--- src/rtl/id_alu_issue.sv ---
// id_alu_issue: RV32I decode-and-issue stage in front of the ALU.
// Decodes an instruction plus its register-file operands and presents
// registered ALU operands/control and side-band fields through a 2-entry
// skid buffer (main output register + one skid register).
//
// Ports:
//   clk, reset            : clock, synchronous active-high reset
//   flush                 : synchronous discard of both buffer entries
//   in_valid / in_ready   : upstream handshake (instr, rs1Data, rs2Data)
//   out_valid / out_ready : downstream (EX) handshake
//   dataA, dataB          : ALU operands
//   func, aluOp           : ALU function code and op class
//   imm                   : sign-extended immediate (branch offset for B-type)
//   rd                    : destination register (0 when regWrite=0)
//   regWrite, memRead, memWrite, isBranch, illegal : side-band control
module id_alu_issue #(
  parameter int unsigned width = 32
) (
  input  logic             clk,
  input  logic             reset,
  input  logic             flush,
  input  logic             in_valid,
  output logic             in_ready,
  input  logic [31:0]      instr,
  input  logic [width-1:0] rs1Data,
  input  logic [width-1:0] rs2Data,
  output logic             out_valid,
  input  logic             out_ready,
  output logic [width-1:0] dataA,
  output logic [width-1:0] dataB,
  output logic [3:0]       func,
  output logic [2:0]       aluOp,
  output logic [width-1:0] imm,
  output logic [4:0]       rd,
  output logic             regWrite,
  output logic             memRead,
  output logic             memWrite,
  output logic             isBranch,
  output logic             illegal
);

  typedef struct packed {
    logic [width-1:0] dataA;
    logic [width-1:0] dataB;
    logic [width-1:0] imm;
    logic [3:0]       func;
    logic [2:0]       aluOp;
    logic [4:0]       rd;
    logic             regWrite;
    logic             memRead;
    logic             memWrite;
    logic             isBranch;
    logic             illegal;
  } entry_t;

  typedef enum logic [1:0] {S_EMPTY, S_ONE, S_FULL} state_t;

  state_t r_state;
  entry_t r_main;
  entry_t r_skid;
  logic   r_out_valid;

  entry_t           w_dec;
  logic [2:0]       w_f3;
  logic [2:0]       w_remap;
  logic             w_remap_ok;
  logic             w_legal;
  logic [width-1:0] w_immI;
  logic [width-1:0] w_immS;
  logic [width-1:0] w_immB;
  logic             w_accept;
  logic             w_drain;
  logic             w_unused_rs;

  // rs1/rs2 index fields are resolved by the register file upstream.
  assign w_unused_rs = ^instr[24:15];

  assign w_f3   = instr[14:12];
  assign w_immI = {{(width-12){instr[31]}}, instr[31:20]};
  assign w_immS = {{(width-12){instr[31]}}, instr[31:25], instr[11:7]};
  assign w_immB = {{(width-13){instr[31]}}, instr[31], instr[7],
                   instr[30:25], instr[11:8], 1'b0};

  // f3 -> ALU code remap for register/immediate ALU ops.
  always_comb begin
    w_remap    = 3'd0;
    w_remap_ok = 1'b1;
    unique case (w_f3)
      3'b000:  w_remap = 3'd0;
      3'b100:  w_remap = 3'd6;
      3'b110:  w_remap = 3'd4;
      3'b111:  w_remap = 3'd7;
      default: w_remap_ok = 1'b0;
    endcase
  end

  always_comb begin
    w_dec       = '0;
    w_dec.dataA = rs1Data;
    w_dec.dataB = rs2Data;
    w_legal     = 1'b0;
    unique case (instr[6:0])
      7'b0110011: begin
        // instr[30] selects sub; only meaningful for f3=000.
        w_legal        = w_remap_ok && (!instr[30] || (w_f3 == 3'b000));
        w_dec.aluOp    = 3'b010;
        w_dec.func     = {instr[30], w_remap};
        w_dec.regWrite = 1'b1;
      end
      7'b0010011: begin
        w_legal        = w_remap_ok;
        w_dec.aluOp    = 3'b010;
        w_dec.func     = {1'b0, w_remap};
        w_dec.dataB    = w_immI;
        w_dec.imm      = w_immI;
        w_dec.regWrite = 1'b1;
      end
      7'b0000011: begin
        w_legal        = 1'b1;
        w_dec.dataB    = w_immI;
        w_dec.imm      = w_immI;
        w_dec.memRead  = 1'b1;
        w_dec.regWrite = 1'b1;
      end
      7'b0100011: begin
        w_legal        = 1'b1;
        w_dec.dataB    = w_immS;
        w_dec.imm      = w_immS;
        w_dec.memWrite = 1'b1;
      end
      7'b1100011: begin
        // Legal branch f3: 000, 001, 100, 101.
        w_legal        = (w_f3[1] == 1'b0);
        w_dec.aluOp    = 3'b001;
        w_dec.func     = {1'b0, w_f3};
        w_dec.imm      = w_immB;
        w_dec.isBranch = 1'b1;
      end
      default: w_legal = 1'b0;
    endcase
    if (!w_legal) begin
      w_dec.illegal  = 1'b1;
      w_dec.aluOp    = 3'b111;
      w_dec.func     = 4'b0000;
      w_dec.dataB    = rs2Data;
      w_dec.imm      = '0;
      w_dec.regWrite = 1'b0;
      w_dec.memRead  = 1'b0;
      w_dec.memWrite = 1'b0;
      w_dec.isBranch = 1'b0;
    end
    w_dec.rd = w_dec.regWrite ? instr[11:7] : 5'd0;
  end

  assign in_ready = !reset && (r_state != S_FULL);
  assign w_accept = in_valid && in_ready && !flush;
  assign w_drain  = r_out_valid && out_ready;

  always_ff @(posedge clk) begin
    if (reset || flush) begin
      r_state     <= S_EMPTY;
      r_main      <= '0;
      r_skid      <= '0;
      r_out_valid <= 1'b0;
    end else begin
      unique case (r_state)
        S_EMPTY: begin
          if (w_accept) begin
            r_main      <= w_dec;
            r_out_valid <= 1'b1;
            r_state     <= S_ONE;
          end
        end
        S_ONE: begin
          if (w_accept && w_drain) begin
            r_main <= w_dec;
          end else if (w_accept) begin
            r_skid  <= w_dec;
            r_state <= S_FULL;
          end else if (w_drain) begin
            r_out_valid <= 1'b0;
            r_state     <= S_EMPTY;
          end
        end
        S_FULL: begin
          if (w_drain) begin
            r_main  <= r_skid;
            r_state <= S_ONE;
          end
        end
        default: r_state <= S_EMPTY;
      endcase
    end
  end

  assign out_valid = r_out_valid;
  assign dataA     = r_main.dataA;
  assign dataB     = r_main.dataB;
  assign func      = r_main.func;
  assign aluOp     = r_main.aluOp;
  assign imm       = r_main.imm;
  assign rd        = r_main.rd;
  assign regWrite  = r_main.regWrite;
  assign memRead   = r_main.memRead;
  assign memWrite  = r_main.memWrite;
  assign isBranch  = r_main.isBranch;
  assign illegal   = r_main.illegal;

endmodule

--- config.mk ---
export PLATFORM = sky130hd
export DESIGN_NAME = id_alu_issue
export DESIGN_NICKNAME = d
export VERILOG_FILES = /design/src/rtl/id_alu_issue.sv
export SDC_FILE = /design/constraint.sdc
export NUM_CORES = 1
export LEC_CHECK = 0
export CAP_MARGIN = 30
export CORE_AREA = 10 10 151 153
export CTS_CLUSTER_DIAMETER = 30
export DETAILED_ROUTE_END_ITERATION = 10
export DIE_AREA = 0 0 161 163
export HOLD_SLACK_MARGIN = 0.1
export PLACE_DENSITY = 0.68
export SLEW_MARGIN = 20
export SYNTH_ARGS = -nofsm -noshare
export SYNTH_HDL_FRONTEND = slang
export SYNTH_SLANG_ARGS = --single-unit
--- constraint.sdc ---
create_clock -name clk -period 2.5 [get_ports clk]
set_clock_uncertainty 0.05 [all_clocks]
set_input_delay 0.5 -clock clk [delete_from_list [all_inputs] [get_ports clk]]
set_output_delay 0.5 -clock clk [all_outputs]
set_load 0.02 [all_outputs]
* Word level (Yosys, flattened, before mapping) *
Index checks and enable logic that the tools add are counted.

word-level totals
  register bits = 229
  bits of input ports = 101
  logic and storage cells = 95

cells by class
  equality and inequality tests = 18
  multiplexer cells = 28
  bitwise gates (word level) = 2
  reduce and logical (&&, ||, !) cells = 23

operator list
  operator            number
  $mux 113            3
  $pmux 113 s3        1
  $pmux 32 s3         1
  $mux 71             1
  $pmux 32 s2         1
  $pmux 7 s3          1
  $eq 7x6->1 const B  2
  $ne 2x2->1 const B  7
  $mux 2              5
  $mux 5              2
  $eq 3x3->1 const B  3
  $mux 1              9
  $pmux 3 s3          1
  $reduce_and 4->1    2
  $eq 7x2->1 const B  1
  $eq 7x5->1 const B  1
  $eq 7x7->1 const B  1
  $logic_and 1x1->1   6
  $pmux 2 s3          1
  $reduce_and 5->1    1
  $pmux 1 s4          1
  $reduce_or 2->1     2
  $reduce_or 4->1     1
  $logic_not 1->1     3
  12 further kinds    14

* Longest topological paths before layout *
Gate-level depths: netlist of run 1.

  depth in word-level cells = 9
  depth in mapped cells = 8
  mapped depth without buffers = 5

* Least setup slack after synthesis of run 1 *
No wires, ideal clock.

  path type = input to register
  start point = input reset
  end point = register r_main, in the netlist rd[0]
  arrival time = 1,795 ps
  slack = 532 ps
  stages on the path = 6
  path buffers = 2
  cell sequence = or4b_4 > o21a_1 > buf_2 > buf_6 > a221oi_1 > nor2_1

on the way
  longest elaborated chain between the ends = 7
  elaborated cells between the ends (all ways) = 9

RTL lines
  what                             line  source
  start, declared                  20    input logic reset,
  $logic_not 1->1                  155   assign in_ready = !reset && (r_state != S_FULL);
  $logic_and 1x1->1                155
  $logic_and 1x1->1 (2 in series)  156   assign w_accept = in_valid && in_ready && !flush;
  $logic_and 1x1->1                175   if (w_accept && w_drain) begin
  $ne 2x2->1 (no line)             n/a
  $reduce_and 4->1 (no line)       n/a
  end signal, assigned             169   r_main <= w_dec;
  end signal, assigned             176   r_main <= w_dec;
  end signal, assigned             187   r_main <= r_skid;
  end, declared                    59    entry_t r_main;

Parallel ways exist; a longest one is shown, timed or not.
A chain may end at the register's enable or synchronous reset.

* Worst setup path after layout of run 1 *
  start point = input reset
  end point = output in_ready

on the way
  longest elaborated chain between the ends = 2

RTL lines
  what               line  source
  $logic_not 1->1    155
  $logic_and 1x1->1  155
  end, declared      23    output logic in_ready,

Every way passes these cells.

==> results of run 1 <==
==> worst paths after layout <==
kind	endpoint	slack (ps)	cells after the start
max	in_ready	140	4
min	r_skid[83]$_SDFFE_PP0P_	400	2
max reg2reg	dataA[11]$_SDFFE_PP0P_	440	5
min reg2reg	r_skid[83]$_SDFFE_PP0P_	400	2
==> registers in the layout, summed over array words and instances, names as in the netlist <==
| register | flops |
|---|---|
| dataA | 32 |
| memRead | 1 |
| isBranch | 1 |
| rd | 5 |
| regWrite | 1 |
| aluOp | 3 |
| imm | 13 |
| dataB | 32 |
| func | 4 |
| memWrite | 1 |
| r_state | 2 |
| r_skid | 93 |
| out_valid | 1 |
==> power by group <==
part | switching [mW] | internal [mW] | total [mW]
Combinational | 0.355 | 0.340 | 0.695
Clock | 1.18 | 1.54 | 2.72
Sequential | 0.0333 | 3.06 | 3.10
Total | 1.57 | 4.95 | 6.51
==> layer usage <==
| layer | up-vias | GRT usage (%) | share of wire (%) |
|---|---|---|---|
| li1 | 3714 | - | - |
| met1 | 3487 | 24.0 | 44 |
| met2 | 220 | 29.9 | 47 |
| met3 | 31 | 5.92 | 7.3 |
| met4 | 0 | 6.00 | 1.8 |
| met5 | - | 0 | 0 |
==> cell usage in the layout (no fill, tap or decap), types with 3 or more instances in the layout <==
master,netlist,final
o21ai_0,61,61
mux2i_1,6,6
a311oi_1,33,33
nand3_1,95,94
clkdlybuf4s50_1,0,210
nor2_1,50,48
and3_1,33,33
a22o_1,16,16
a22oi_1,4,4
dfxtp_1,189,188
o31ai_1,4,4
buf_12,0,12
buf_4,24,43
a221oi_1,5,5
a32o_1,5,5
a21oi_1,90,90
nor3_1,3,3
a21o_1,3,3
a2bb2oi_1,7,7
clkbuf_16,0,17
o22ai_1,31,31
a31oi_1,3,3
nand2_1,150,150
nor2b_1,5,4
==> cell type report <==
cell class              count  area, um2  area share, %
diodes                      1       2.50         0.0229
clock inverters            11        131           1.20
clock buffers              21        460           4.21
flip-flops and latches    189       3780           34.6
inverters                   2       7.51         0.0686
well taps                 270        338           3.09
repair buffers            265       2670           24.4
multi-input cells         643       3550           32.5
==> synthesized netlist by cell type, types with 2 or more instances <==
library cell and count:
a31oi_1 3, and3_1 33, a22oi_1 4, or2_2 2, nand2b_1 2, nor4_2 2, mux2i_1 6, buf_1 10
nand2_1 150, o21ai_0 61, o221ai_1 2, o21ai_1 2, nor2b_1 5, a311oi_1 33, o211a_1 2, clkbuf_1 46
a32o_1 5, a21oi_1 90, nand3_1 95, a2bb2oi_1 7, inv_1 2, a22o_1 16, buf_2 20, a221oi_1 5
a41o_1 2, a21o_1 3, or3_1 2, clkbuf_2 3, o22ai_1 31, buf_6 2, buf_4 24, nor3_1 3
o31ai_1 4, o211ai_1 2, dfxtp_1 189, nor2_1 50
==> through the flow <==
step                instances  power [mW]  instance area [um2]
floorplan                 939        3.47                 7840
global placement         1369        3.85                10300
detailed placement       1369        3.86                10300
CTS                      1401        6.56                10900
global route             1401        6.75                10900
finish                   1402        6.51                10900
==> critical path: stages <==
cell and delay, ps:
clkdlybuf4s50_1 420, buf_4 160, nor2_1 100, clkdlybuf4s50_1 630
==> cell families after synthesis <==
group,synth area share (%)
AO/OA/AOI/OAI,23.2
multiplexers,0.767
AND/OR/NAND/NOR,21.0
buffers and inverters,6.83
flip-flops,48.3
==> reports/qor.yml, run 1 <==
status: "finished, final reports clean"
root_buffer: "clkbuf_16"
ys_top_cells_by_area: "dfxtp_1 48%, nand2_1 7.2%, nand3_1 6.1%"
setup_ws_ps: 142
grt_pass1_vias: 7220
num_rows: 52
avgViaCountPerCell: 5.32
ir_worst_vdd_mv: 0.495
numCtsBuffers: 17
worstHoldStart: "r_skid[83]$_SDFFE_PP0P_"
hold_buffers: 0
grt_max_degree: 98
place_congestion: 0.829
fin_crit_sh_pct: 94.3
dieArea_um2: 26200
drt_iter0_drc: 547
slew_violations: 0
final_layout_size_suffix_gt1_share_pct: 9.28
syn_to_final_growth_pct: 39.7
remaining_drc_errors: 0
grt_setup_unrepaired: "no"
vias: 7452
synth_nets: 1040
max_slew_margin_pct: 65.2
startpoint: "reset"
routedWlPerCell_um: 18.2
whs_ps: 401
worstSetupStartpointType: "primary input"
cts_tree: "done"
critPathCaptureType: "output pin"
hold_viol_final: 0
synth_edf_count: 0
die_w_um: 161
p_leak_nw: 4.26
final-setup-viol-count: 0
nFillCells: 1865
start_util_pct: 39.4
core_um2: 19900
r2r-start: "r_state[1]$_SDFFE_PP0P_"
path_clk_slew_ps: 60
dieHeight_um: 163
worst_pin_slew_ps: 523
h-tree-depth: 4
min-delay-path-class: "register to register"
clock_latency_ps: 420
powerDensity_nw_per_um2: 595
syn-cell-area_um2: 7840
clock_path_buffers: 2
grt_pass1_wl_mm: 40.5
period_minus_slack_ps: 2360
crit_required_ps: 1950
async_flop_share_pct: 0
grt_use_total_pct: 18.9
fin_tns_setup_ps: 0
totalWireLength_mm: 25.5
grt_overflow_total: 0
io_pins: 216
fin_nets: 1219
fmax_mhz: 424
cts.sinks: 189
worst_ep_arrival_time_ps: 1810
antenna_found_initial: 1
cap_violations: 0
yosys.area.top_type: "dfxtp_1"
postCtsResizedCells: 0
cts_setup_buffers: 0
ant_nets: 0
syn-instance-count: 939
dr.pass1.iters: 8
worstSetupPathType: "primary input to output pin"
place_hpwl_mm: 17.1
yosysWarnings: 0
synth_flop_cell: "dfxtp_1"
syn_area_per_cell_um2: 8.34
cp_max_fo: 3
synth_seq_cells: 189
seq_area_frac_synth_pct: 48.3
utilization_pct: 55.0
port_buffers: 210
place_ws_ps: -108
ys_types: 57
synth_top_area_share_pct: 48.3
No activity file was read; power rests on OpenSTA's default activity.
==> run 2, diff against run 1 <==
--- a/config.mk
+++ b/config.mk
@@ -7,6 +7,7 @@
 export LEC_CHECK = 0
 export CAP_MARGIN = 30
 export CORE_AREA = 10 10 151 153
+export CTS_BUF_LIST = sky130_fd_sc_hd__clkbuf_2 sky130_fd_sc_hd__clkbuf_4 sky130_fd_sc_hd__clkbuf_8
 export CTS_CLUSTER_DIAMETER = 30
 export DETAILED_ROUTE_END_ITERATION = 10
 export DIE_AREA = 0 0 161 163
==> reports/qor.yml, run 2 (same netlist as run 1, synthesis figures left out) <==
drt_iter0_drc: 534  # -2.4%
worstSetupPathType: "primary input to output pin"
period_minus_slack_ps: 2360  # -0.00200 ps
nFillCells: 1880  # +0.80%
h-tree-depth: 4  # unchanged
grt_use_total_pct: 18.7  # -0.15 points
cp_max_fo: 3  # unchanged
regMostFlops: "r_skid"
dr.pass1.iters: 5  # -3
place_congestion: 0.829  # unchanged
cap_violations: 0  # unchanged
worst_pin_slew_ps: 520  # -2.46 ps
hold_viol_final: 0  # unchanged
num_rows: 52  # unchanged
cts.sinks: 189  # unchanged
grt_pass1_vias: 7159  # -0.84%
place_inst: 1369  # unchanged
root_buffer: "clkbuf_8"
p_total_mw: 5.87  # -9.9%
worstSetupStartpointType: "primary input"
totalWireLength_mm: 25.3  # -0.91%
status: "finished, final reports clean"
final_cells: 1402  # unchanged
clock_path_buffers: 2  # unchanged
routedWlPerCell_um: 18.0  # -0.91%
io_pins: 216  # unchanged
port_buffers: 210  # unchanged
avgViaCountPerCell: 5.34  # +0.52%
dieHeight_um: 163  # unchanged
slew_violations: 0  # unchanged
place_hpwl_mm: 17.1  # unchanged
core_um2: 19900  # unchanged
fin_crit_sh_pct: 94.3  # about the same
final_layout_size_suffix_gt1_share_pct: 9.46  # +0.18 points
vias: 7491  # +0.52%
die_w_um: 161  # unchanged
grt_pass1_wl_mm: 40.1  # -0.89%
ir_worst_vdd_mv: 0.338  # -32%
final_common_cell: "clkdlybuf4s50_1"
clock_latency_ps: 470  # +50 ps
antenna_found_initial: 1  # unchanged
placed_area_um2: 10300  # unchanged
hold_buffers: 0  # unchanged
min-delay-path-class: "register to register"
grt_max_degree: 98  # unchanged
fin_area_um2: 10800  # -1.7%
whs_ps: 406  # +4.23 ps
max_slew_margin_pct: 65.3  # +0.16 points
p_leak_nw: 4.18  # -1.9%
path_clk_slew_ps: 90  # +30 ps
grt_setup_unrepaired: "no"
largest_reg_flops: 93  # unchanged
final-setup-viol-count: 0  # unchanged
fmax_mhz: 424  # unchanged
syn_to_final_growth_pct: 37.3
crit_required_ps: 1950  # about the same
final_cell_mix: "210 x clkdlybuf4s50_1, 188 x dfxtp_1, 150 x nand2_1, 94 x nand3_1, 90 x a21oi_1"
remaining_drc_errors: 0  # unchanged
fin_nets: 1219  # unchanged
critPathCaptureType: "output pin"
powerDensity_nw_per_um2: 545  # -8.4%
ant_nets: 0  # unchanged
dieArea_um2: 26200  # unchanged
worst_ep_arrival_time_ps: 1810  # about the same
numCtsBuffers: 17  # unchanged
start_util_pct: 39.4  # unchanged
cts_tree: "done"
grt_overflow_total: 0  # unchanged
==> run 2: cell count changes in the layout (fill, tap and decap cells not counted) <==
cell       before  now
clkbuf_1        2    0
clkbuf_4        0    2
clkbuf_16      17    0
clkbuf_8        2   19
==> run 2: where the power goes <==
part / internal (mW) / switching, mW / total, mW
logic: 0.340 / 0.354 / 0.694
clock network: 0.977 / 1.10 / 2.08
registers: 3.06 / 0.0331 / 3.09
==> run 2: final timing paths <==
path	endpoint	slack, ps	start	cells past startpoint
setup / recovery	in_ready	140	reset	4
hold / removal	r_skid[83]$_SDFFE_PP0P_	410	r_skid[83]$_SDFFE_PP0P_	2
setup reg to reg	dataB[6]$_SDFFE_PP0P_	450	r_state[1]$_SDFFE_PP0P_	6
hold reg to reg	r_skid[83]$_SDFFE_PP0P_	410	r_skid[83]$_SDFFE_PP0P_	2
==> run 2: stage by stage <==
step	worst slack, ps	setup TNS, ps	utilization, %
after CTS	137	0	54.0
after global placement	-73.2	-2750	52.0
after floorplan	532	0	-
final	142	0	54.0
after global routing	17.5	0	54.0
after detailed placement	-108	-4120	52.0
==> run 2: area by class of cell <==
cell class | count | area [um2] | share of cell area [%]
flip-flops and latches | 189 | 3780 | 35.2
multi-input cells | 643 | 3550 | 33.0
repair buffers | 265 | 2670 | 24.8
well taps | 270 | 338 | 3.14
clock buffers | 21 | 277 | 2.57
clock inverters | 11 | 131 | 1.22
inverters | 2 | 7.51 | 0.0698
diodes | 1 | 2.50 | 0.0233
==> run 2: metal layers <==
metal | track usage, % | up-vias | routed length [um]
li1 | - | 3712 | -
met1 | 23.9 | 3501 | 10900
met2 | 29.5 | 252 | 11900
met5 | 0 | - | 0
met3 | 5.86 | 26 | 2030
met4 | 6.00 | 0 | 425
==> run 2: critical path, cell delays in order <==
cell,delay (ps)
clkdlybuf4s50_1,420
buf_4,160
nor2_1,100
clkdlybuf4s50_1,630
==> run 2: timing repair <==
| item | in CTS | in global routing |
|---|---|---|
| endpoints found under the hold margin | 0 | 0 |
| buffers inserted | 0 | 0 |
| gates resized for setup | 1 | 0 |
| setup endpoints to repair | 18 | 0 |
==> run 3, diff against run 2 <==
--- a/config.mk
+++ b/config.mk
@@ -6,11 +6,11 @@
 export NUM_CORES = 1
 export LEC_CHECK = 0
 export CAP_MARGIN = 30
-export CORE_AREA = 10 10 151 153
+export CORE_AREA = 3 3 132 160
 export CTS_BUF_LIST = sky130_fd_sc_hd__clkbuf_2 sky130_fd_sc_hd__clkbuf_4 sky130_fd_sc_hd__clkbuf_8
 export CTS_CLUSTER_DIAMETER = 30
 export DETAILED_ROUTE_END_ITERATION = 10
-export DIE_AREA = 0 0 161 163
+export DIE_AREA = 0 0 135 163
 export HOLD_SLACK_MARGIN = 0.1
 export PLACE_DENSITY = 0.68
 export SLEW_MARGIN = 20
==> constraint.sdc (replaced) <==
create_clock -name clk -period 2.6 [get_ports clk]
set_clock_uncertainty 0.05 [all_clocks]
set_input_delay 0.52 -clock clk [delete_from_list [all_inputs] [get_ports clk]]
set_output_delay 0.52 -clock clk [all_outputs]
set_load 0.02 [all_outputs]
==> reports/qor.yml, run 3 (same netlist as run 1, synthesis figures left out) <==
port_buffers: 210  # unchanged
met3_length_mm: 1.50  # -26%
crit_required_ps: 2030  # +80 ps
internal_power_mw: 4.07  # -7.0%
numCtsBuffers: 17  # unchanged
status: "finished, final reports clean"
worst_pin_slew_ps: 557  # +37.3 ps
root_buffer: "clkbuf_8"
period_minus_slack_ps: 2440
die_w_um: 135  # -16%
grt_use_total_pct: 21.4  # +2.7 points
ir_worst_vdd_mv: 0.326  # -3.3%
clock_path_buffers: 2  # unchanged
cts.sinks: 189  # unchanged
routedWlPerCell_um: 16.9  # -6.1%
core_um2: 19500  # -1.8%
nFillCells: 1848  # -1.7%
place_inst: 1363  # -0.44%
worst_ep_arrival_time_ps: 1870  # +60 ps
h-tree-depth: 4  # unchanged
p_leak_nw: 4.19  # +0.19%
cts_tree: "done"
final_cell_mix: "210 x clkdlybuf4s50_1, 188 x dfxtp_1, 150 x nand2_1, 94 x nand3_1, 90 x a21oi_1"
largest_reg_flops: 93  # unchanged
min-delay-path-class: "register to register"
start_util_pct: 40.1  # +0.73 points
worstSetupStartpointType: "primary input"
final_layout_size_suffix_gt1_share_pct: 9.71  # +0.25 points
fmax_mhz: 409
critPathCaptureType: "output pin"
cap_violations: 0  # unchanged
wl_met1_mm: 10.2  # -6.5%
io_pins: 216  # unchanged
antenna_found_initial: 0  # -1
grt_setup_unrepaired: "no"
remaining_drc_errors: 0  # unchanged
vias: 7465  # -0.35%
grt_max_degree: 98  # unchanged
dr_wl_met2_mm: 11.5  # -3.1%
max_slew_margin_pct: 62.8  # -2.5 points
final_common_cell: "clkdlybuf4s50_1"
path_clk_slew_ps: 100  # about the same
p_seq_share_pct: 53.4  # +0.6 points
clock_latency_ps: 460  # about the same
seq_area_um2: 3780  # unchanged
dieArea_um2: 22000  # -16%
p_total_mw: 5.57  # -5.1%
grt_pass1_wl_mm: 38.2  # -4.8%
routed.top_layer: "met4"
cp_max_fo: 3  # unchanged
powerDensity_nw_per_um2: 517  # -5.1%
hold_viol_final: 0  # unchanged
power.switching_mw: 1.49  # +0.38%
grt_overflow_total: 0  # unchanged
n_antenna_cell: 0  # -1
totalWireLength_mm: 23.6  # -6.6%
dieHeight_um: 163  # unchanged
ant_nets: 0  # unchanged
swShare_pct: 26.8  # +1.5 points
num_rows: 56  # +7.7%
fin_tns_setup_ps: 0  # unchanged
worstSetupPathType: "primary input to output pin"
multi_input_area_um2: 3560  # about the same
final_cells: 1394  # -0.57%
drt_iter0_drc: 505  # -5.4%
fin_nets: 1222  # +0.25%
avgViaCountPerCell: 5.36  # +0.22%
place_hpwl_mm: 15.8  # -7.7%
final-setup-viol-count: 0  # unchanged
fin_crit_sh_pct: 94.0
syn_to_final_growth_pct: 37.3  # about the same
dr.pass1.iters: 5  # unchanged
slew_violations: 0  # unchanged
comb_power_share_pct: 12.2  # +0.4 points
grt_pass1_vias: 7316  # +2.2%
place_congestion: 0.840  # +1.3%
cts_setup_buffers: 0  # unchanged
regMostFlops: "r_skid"
p_clk_share_pct: 34.4  # -1.0 points
-- run 3: cell count changes in the layout (fill, tap and decap cells not counted), sizes merged --
cell,change
bufinv,-1
inv,+5
buf,+3
diode,-1
clkinvlp,-1
clkbuf,-4
-- run 3: per-stage QoR --
stage / setup slack (ps) / cell area, um2 / hold WS [ps] / util, %
after floorplan: 612 / 7840 / 375 / -
after detailed placement: 40.9 / 10400 / 391 / 53.1
final: 155 / 10800 / 409 / 55.0
after global placement: 11.4 / 10400 / 385 / 53.1
after global routing: 102 / 10800 / 436 / 55.0
after CTS: 83.9 / 10800 / 413 / 55.0
-- run 3: area by class of cell --
class	count	area share, %
multi-input combinational	643	33.1
timing repair buffer	268	25.1
clock inverter	14	1.38
sequential	189	35.2
inverter	2	0.0698
tap	261	3.04
clock buffer	17	2.17
-- run 3: path summary, 6_finish.rpt --
kind	cells after the start	slack [ps]	startpoint	end
worst max-delay path	4	160	reset	in_ready
worst max register to register	6	590	r_state[1]$_SDFFE_PP0P_	dataB[6]$_SDFFE_PP0P_
worst min register to register	2	410	r_skid[109]$_SDFFE_PP0P_	r_skid[109]$_SDFFE_PP0P_
worst min-delay path	2	410	r_skid[109]$_SDFFE_PP0P_	r_skid[109]$_SDFFE_PP0P_
-- run 3: timing repair --
item,4_1_cts,5_1_grt
hold buffers,0,0
endpoints found under the setup margin,0,20
resized for setup,0,1
-- run 3: worst max-delay path: stages --
cell and delay [ps]:
clkdlybuf4s50_1 440, buf_4 160, nor2_1 130, clkdlybuf4s50_1 620
-- run 3: layer usage --
| metal | vias to the layer above | GRT usage, % |
|---|---|---|
| met4 | 0 | 6.14 |
| met2 | 222 | 36.0 |
| li1 | 3712 | - |
| met3 | 25 | 5.59 |
| met1 | 3506 | 27.2 |
| met5 | - | 0 |
-- run 3: power groups by stage --
stage          Clock, mW  Combinational [mW]  Sequential [mW]
6_report            1.91               0.677             2.98
3_5_place_dp           0               0.676             3.04
3_3_place_gp           0               0.674             3.04
4_1_cts             1.97               0.679             2.98
5_1_grt             2.10               0.729             2.98
2_1_floorplan          0               0.247             3.09
==> RTL edit: new RTL, config.mk and constraints of run 3 <==
Set the parameter `width` to 40 (it was 32).
--- a/src/rtl/id_alu_issue.sv
+++ b/src/rtl/id_alu_issue.sv
@@ -14,7 +14,7 @@
 //   rd                    : destination register (0 when regWrite=0)
 //   regWrite, memRead, memWrite, isBranch, illegal : side-band control
 module id_alu_issue #(
-  parameter int unsigned width = 32
+  parameter int unsigned width = 40
 ) (
   input  logic             clk,
   input  logic             reset,
Ports: changed (5 resized); port bits go from 216 to 256. No check against the original RTL was run, so the function may have changed too.
==> RTL edit against run 3 <==
  * Synthesized area is 18% higher
  * Sequential cell count rose by 32
  * Critical endpoint unchanged
  * Routed wire length increased by 18%
  * Clock power grew 94%
  * Final area up 20%
  * Worst setup slack worse by 6.0 ps
  * Sequential power up 16%
  * Register-to-register slack worse by 80 ps
  * Total power up 43%
==> RTL edit: results (changes against run 3) <==
Outcome: completed (unchanged)
Mean routed wirelength per cell: 17.1 um (was 16.9 um)
Slew HR: 0.390 (was 0.628)
Syn Inst Count: 1113 (was 939)
CTS Buf Count: 41 (was 17)
Mapped Nets: 1230 (was 1040)
Initial DRC Count: 626 (was 505)
Largest cells by area after synthesis: dfxtp_1 48%, nand2_1 9.8%, a21oi_1 5.4% (was dfxtp_1 48%, nand2_1 7.2%, nand3_1 6.1%)
Post-synthesis sequential area ratio: 0.478 (was 0.483)
Flop pwr share: 0.438 (was 0.534)
Vias/cell: 5.46 (was 5.36)
Largest net degree at the start of global routing: 83 (was 98)
GR Layer Usage met3: 0.0473 (was 0.0559)
First-pass GRT wire length: 44600 um (was 38200 um)
PD cells: 615 mW/mm2 (was 517 mW/mm2)
H-tree levels: 2 (was 4)
First-pass DRT Iterations: 7 (was 5)
Gp weighted congestion: 0.930 (was 0.840)
CP peak stage delay: 640 ps (was 620 ps)
GR Util met2: 0.411 (was 0.360)
R2R Setup Slk: 510 ps (was 590 ps)
Fin util: 0.660 (was 0.550)
Pleak: 5.05 nW (was 4.19 nW)
Clk pin slew, worst setup/hold paths: 60 ps (was 100 ps)
Mux contribution to synthesized area: 0.00757 (was 0.00767)
Compound-cell area share of the yosys netlist: 0.244 (was 0.232)
## RTL edit: changes by cell type after synthesis, moves of 18 or more
cell,change
nor2_1,+18
nand2_1,+92
dfxtp_1,+32
nand3_1,-27
a221oi_1,+28
clkbuf_1,+18
o22ai_1,-21
## RTL edit: stage by stage
stage | setup TNS [ps] | worst slack [ps]
floorplan | 0 | 532
global placement | 0 | 11.1
detailed placement | -11.2 | -8.99
CTS | 0 | 126
global route | 0 | 74.3
finish | 0 | 149
## RTL edit: cell type report
class | instances | share of cell area
multi-input combinational | 757 | 0.322
clock inverter | 16 | 0.0163
antenna | 1 | 0.000194
timing repair buffer | 310 | 0.237
tap | 261 | 0.0253
sequential | 221 | 0.343
clock buffer | 57 | 0.0550
inverter | 5 | 0.00145
## RTL edit: cells by family after synthesis
group | after synthesis
simple gates | 422
mux | 7
compound gates | 328
buf+inv | 135
flops | 221
## RTL edit: per-layer routing
| metal | wire (um) | part of all wire |
|---|---|---|
| met5 | 0 | 0 |
| met3 | 1680 | 0.060 |
| met4 | 622 | 0.022 |
| met1 | 12000 | 0.43 |
| met2 | 13600 | 0.49 |
## RTL edit: worst register-to-register path: cells and delay by family, from the launching register on
kind,cells,cell delay [ps]
buffers and inverters,1,180
AND/OR/NAND/NOR,2,260
flip-flops,1,440
AO/OA/AOI/OAI,3,1110
## RTL edit: worst min-delay path by stage
stage,start,endpoint,slack (ps),cells past startpoint
2_1_floorplan,r_skid[13],r_skid[13],370,2
3_3_place_gp,r_skid[13],r_skid[13],380,2
5_1_grt,r_skid[104],r_skid[104],420,2
3_5_place_dp,r_skid[13],r_skid[13],390,2
6_report,r_skid[130],r_skid[130],400,2
4_1_cts,r_skid[13],r_skid[13],400,2
